==> src/rtl/compare_arbiter.sv <==
// compare_arbiter: two-requester signed comparator with arbitration.
// One shared compare unit; grant, execute and respond take one cycle each.
module compare_arbiter #(
    parameter int WIDTH = 6,
    parameter bit RR_EN = 1'b1
) (
    input  logic             clk,
    input  logic             reset_n,
    input  logic             req0,
    input  logic             req1,
    input  logic [WIDTH-1:0] a0,
    input  logic [WIDTH-1:0] b0,
    input  logic [WIDTH-1:0] a1,
    input  logic [WIDTH-1:0] b1,
    input  logic [1:0]       op0,
    input  logic [1:0]       op1,
    output logic             gnt0,
    output logic             gnt1,
    output logic             done0,
    output logic             done1,
    output logic [WIDTH-1:0] result,
    output logic             nA_LED,
    output logic             nB_LED,
    output logic             busy
);

    localparam logic [1:0] IDLE  = 2'd0;
    localparam logic [1:0] GRANT = 2'd1;
    localparam logic [1:0] EXEC  = 2'd2;
    localparam logic [1:0] RESP  = 2'd3;

    localparam logic [1:0] OP_GT  = 2'd0;
    localparam logic [1:0] OP_LT  = 2'd1;
    localparam logic [1:0] OP_EQ  = 2'd2;
    localparam logic [1:0] OP_MAX = 2'd3;

    logic [1:0]              state;
    logic                    win;
    logic                    last;
    logic                    pick;
    logic signed [WIDTH-1:0] cap_a;
    logic signed [WIDTH-1:0] cap_b;
    logic [1:0]              cap_op;
    logic [WIDTH-1:0]        calc;

    // Winner selection: a lone request wins; ties go round-robin or to req0.
    always_comb begin
        pick = 1'b0;
        if (req0 && req1) begin
            pick = RR_EN ? ~last : 1'b0;
        end else if (req1) begin
            pick = 1'b1;
        end
    end

    // Signed compare of the captured operands only.
    always_comb begin
        calc = '0;
        unique case (cap_op)
            OP_GT:  calc = {{(WIDTH-1){1'b0}}, (cap_a > cap_b)};
            OP_LT:  calc = {{(WIDTH-1){1'b0}}, (cap_a < cap_b)};
            OP_EQ:  calc = {{(WIDTH-1){1'b0}}, (cap_a == cap_b)};
            OP_MAX: calc = (cap_b > cap_a) ? cap_b : cap_a;
            default: calc = '0;
        endcase
    end

    // FSM, operand capture on arbitration, result load leaving EXEC.
    always_ff @(posedge clk or negedge reset_n) begin
        if (!reset_n) begin
            state  <= IDLE;
            win    <= 1'b0;
            last   <= 1'b1;
            cap_a  <= '0;
            cap_b  <= '0;
            cap_op <= OP_GT;
            result <= '0;
            nA_LED <= 1'b0;
            nB_LED <= 1'b0;
        end else begin
            unique case (state)
                IDLE: begin
                    if (req0 || req1) begin
                        state  <= GRANT;
                        win    <= pick;
                        last   <= pick;
                        cap_a  <= pick ? a1 : a0;
                        cap_b  <= pick ? b1 : b0;
                        cap_op <= pick ? op1 : op0;
                        nA_LED <= pick ? a1[WIDTH-1] : a0[WIDTH-1];
                        nB_LED <= pick ? b1[WIDTH-1] : b0[WIDTH-1];
                    end
                end
                GRANT: state <= EXEC;
                EXEC: begin
                    state  <= RESP;
                    result <= calc;
                end
                RESP:    state <= IDLE;
                default: state <= IDLE;
            endcase
        end
    end

    assign gnt0  = (state == GRANT) && !win;
    assign gnt1  = (state == GRANT) &&  win;
    assign done0 = (state == RESP)  && !win;
    assign done1 = (state == RESP)  &&  win;
    assign busy  = (state != IDLE);

endmodule

==> config.mk <==
export PLATFORM = sky130hd
export DESIGN_NAME = compare_arbiter
export DESIGN_NICKNAME = d
export VERILOG_FILES = /design/src/rtl/compare_arbiter.sv
export SDC_FILE = /design/constraint.sdc
export NUM_CORES = 1
export LEC_CHECK = 0
export CAP_MARGIN = 30
export CORE_MARGIN = 3
export CORE_UTILIZATION = 35
export DETAILED_ROUTE_END_ITERATION = 10
export GPL_TIMING_DRIVEN = 0
export PLACE_DENSITY_LB_ADDON = 0.12
export SLEW_MARGIN = 10
export SYNTH_ARGS = -nofsm -noshare
export SYNTH_HDL_FRONTEND = slang
export SYNTH_SLANG_ARGS = --single-unit
==> constraint.sdc <==
create_clock -name clk -period 4.3 [get_ports clk]
set_clock_uncertainty 0.1 [all_clocks]
set_input_delay 0.645 -clock clk [delete_from_list [all_inputs] [get_ports clk]]
set_output_delay 0.645 -clock clk [all_outputs]
set_load 0.03 [all_outputs]
# Word level (Yosys, flattened, before mapping)
# Cells that the tools add are included.
# word_totals
reg_bits	26
inputBits	32
out_inout_bits	13
word_cells	43
# op_classes
magnitude_cmp	3
eq_ne	8
mux	11
n_bitwise	1
n_reduce_logical	11
# ops
cell	n
$pmux 6 s4	1
$mux 6	3
$gt 6x6->1	2
$eq 2x2->1 const B	4
$pmux 2 s4	1
$eq 6x6->1	1
$lt 6x6->1	1
$logic_and 1x1->1	5
$eq 2x1->1 const B	2
$logic_not 2->1	2
$mux 1	4
$mux 2	2
$ne 2x2->1 const B	1
$reduce_and 2->1	1
$reduce_bool 2->1	1
$logic_not 1->1	1
$logic_or 1x1->1	1
$not 1->1	1

# Depth between registers and ports, before layout
# logic_depth
word_depth	3
mapped_depth	8
mapped_depth_nobuf	6

# Worst setup path before layout
# Ideal clock, no wire load.
# synth_timing
path_type	reg2reg
start	register nA_LED (netlist name)
end	register result[1]
arrival_time_ns	1.767
slack_ns	2.364
stages_incl_launch_ff	8
path_buffers	1
path_cell_list	dfrtp_1 -> inv_1 -> ha_1 -> and4_4 -> and3_4 -> buf_8 -> a311o_1 -> nand3_1
# synth_rtl
item	line_no	text
end signal: assignment	97	result <= calc;
end: declaration	21	output logic [WIDTH-1:0] result,

# Final worst setup path
# layout_timing
start	register state[0]
end	output port busy
# layout_via
elab_chain_cells	1
# layout_lines
item	line_no	text
start: declaration	37	logic [1:0] state;
start signal: assignment	71	state <= IDLE;
start signal: assignment	84	state <= GRANT;
start signal: assignment	94	GRANT: state <= EXEC;
$reduce_bool 2->1	109	assign busy = (state != IDLE);
end: declaration	24	output logic busy
# No other way between the ends.

==> metrics.txt <==
Hold Fails Final Rpt 0; Peak VDD IR 0.000201 V; DR pass1 iterations 4; crit path time final around 2.5 ns; Post-synth EDFFs 0; Final Cycle Share 0.592; #FFs+latches synth 24; CTS Root Buffer Type clkbuf_8; Port Buffers 44; Setup violations, final 0; Synth Net Count 209; share of cells above drive strength 1 0.102; Clock Tree Buf Depth 2; FF-to-FF Start nA_LED; worst hold stages 2; Post-Synthesis Cells 167; Pins Over Slew Limit 0; Synth Cell Area 0.00157 mm²; WHS Endpoint cap_a[4]; Total GRT Usage 0.142; Pwr per Cell Area 684 mW/mm²; drt drc 0; TritonCTS clock tree done; part of the power in the clock network 0.105; asr flop ratio synth 1.00; Die Area 0.00531 mm²; CTS Buf Count 3; Vias/cell 5.12; critical path class flip-flop to output pin; capturing point of the worst reg2reg path result[4]; critical path startpoint category flip-flop; Reg power frac 0.299; Synth cell types 34; sw power 657 µW; CTS Hold Bufs 0; overall routed net length 3430 µm; vias in the first global route 1369; Lkg Pwr about 0.00096 µW; Tightest Pin Transition 0.527 ns; Die Wd 72.9 µm; gr ovfl total 0; Worst EP required 3.56 ns; Slew HR 0.648; worst r2r path cells 7; maxcap violations 0; Clock transition at path regs approximately 0.090 ns; Int Power 814 µW; placed inst area approximately 0.0021 mm²; worst-path maximum fanout 8; initial antenna violation count 0; Skew-Pair Late Insertion Delay roughly 0.27 ns; Yosys Warn Count 0; row count 23; RSZ-0062 raised after global routing false; setup TNS 0 ns; clk sinks 24; H-tree Lvls 1; fmax 393 MHz; outcome finished, final reports clean; dpl hpwl 2790 µm; Avg Cell Area, Syn 9.37 µm²; core area 0.00414 mm²; largest net degree at the start of global routing 17; commonest cells after routing, fill and taps aside clkdlybuf4s50_1, nand2_1, dfrtp_1; WL per Instance 12.9 µm; num ports 45; Top FF cell, synth dfrtp_1; R2R Setup Slk 2.42 ns; Critical Path AT approximately 1.8 ns; switching share of total power 0.446; first-pass GRT wire length 6020 µm; critical path capture point type output pin; hold_sp cap_a[4]; area delta synth->final 37.4%; Iter 0 DRT Violations 100; die height about 73 µm; total setup buffers inserted after CTS 0; worst hold-check path type flip-flop to flip-flop; diode count 0; ANT nets after route 0; DR vias 1363; sequential fraction of the synthesis area 0.384; Post-CTS Resized 0; logic gate share of total power 0.596; NumNets Final 259; fin area around 0.0022 mm²; GPL Wtd Cong 0.875; starting density of the core 0.378; most common cell after layout, fill and taps aside clkdlybuf4s50_1
final cells by class:
class,instances,area [µm²]
flip-flops and latches,24,602
multi-input cells,123,851
repair buffers,45,468
fillers,391,1990
well taps,50,62.6
clock buffers,4,55.1
plain buffers,11,78.8
inverters,9,33.8
registers in the layout (all words and copies together) (netlist names):
signal,count
cap_op,2
state,2
cap_b,5
nB_LED,1
last,1
win,1
result,6
nA_LED,1
cap_a,5
how the worst max path moves through the flow:
| stage | slack (ns) | cells past startpoint | endpoint | startpoint |
|---|---|---|---|---|
| final | 1.75 | 5 | busy | state[0] |
| after global routing | 1.65 | 5 | busy | state[0] |
| after CTS | 1.74 | 5 | busy | state[0] |
| after detailed placement | 2.01 | 5 | cap_b[1] | req1 |
| after global placement | 2.06 | 5 | cap_op[1] | req1 |
| after floorplan | 2.36 | 7 | result[1] | nA_LED |
worst max-delay path: stages (launching register included):
cell	delay, ns
dfrtp_1	0.38
inv_1	0.09
ha_1	0.19
buf_2	0.16
inv_1	0.05
clkdlybuf4s50_1	0.66
cell usage after synthesis (2+ instances only):
master | number | area share
nand2b_1 | 2 | 0.0080
buf_2 | 6 | 0.019
a21oi_1 | 8 | 0.026
o21ai_1 | 16 | 0.051
nand4_1 | 5 | 0.020
nor2_1 | 3 | 0.0072
inv_1 | 9 | 0.022
buf_6 | 2 | 0.014
nand2_1 | 23 | 0.055
a31oi_1 | 2 | 0.0080
ha_1 | 10 | 0.080
mux2i_1 | 14 | 0.090
dfrtp_1 | 23 | 0.37
and2_1 | 7 | 0.028
nand3_1 | 6 | 0.019
nor2b_1 | 8 | 0.032
a311o_1 | 6 | 0.038
cells by family after synthesis:
kind of cell / synth area share
AND/OR/NAND/NOR: 0.191
AO/OA/AOI/OAI: 0.183
flip-flops: 0.384
buffers and inverters: 0.0719
multiplexers: 0.0895
adder cells (fa/ha/maj): 0.0799
power by group through the flow:
stage                     Sequential, µW  Clock (µW)  Combinational (µW)
after detailed placement             444           0                 881
after floorplan                      489           0                 555
final                                440         154                 877
after global placement               440           0                 853
after global routing                 456         167                 978
after CTS                            439         161                 884
routing by layer:
layer	vias to the layer above	GRT usage	share of wire
met4	0	0.0410	0.013
li1	693	-	-
met5	-	0	0
met1	611	0.198	0.48
met2	51	0.224	0.45
met3	8	0.0275	0.057
metrics by stage:
step | utilization | hold slack, ns | instances | worst slack (ns) | power (µW)
floorplan | - | 0.249 | 167 | 2.36 | 1040
global placement | 0.499 | 0.418 | 261 | 2.06 | 1290
detailed placement | 0.506 | 0.419 | 262 | 2.01 | 1330
CTS | 0.519 | 0.440 | 266 | 1.74 | 1480
global route | 0.519 | 0.457 | 266 | 1.65 | 1600
finish | 0.519 | 0.429 | 266 | 1.75 | 1470
Power figures use the tool's default switching activity.
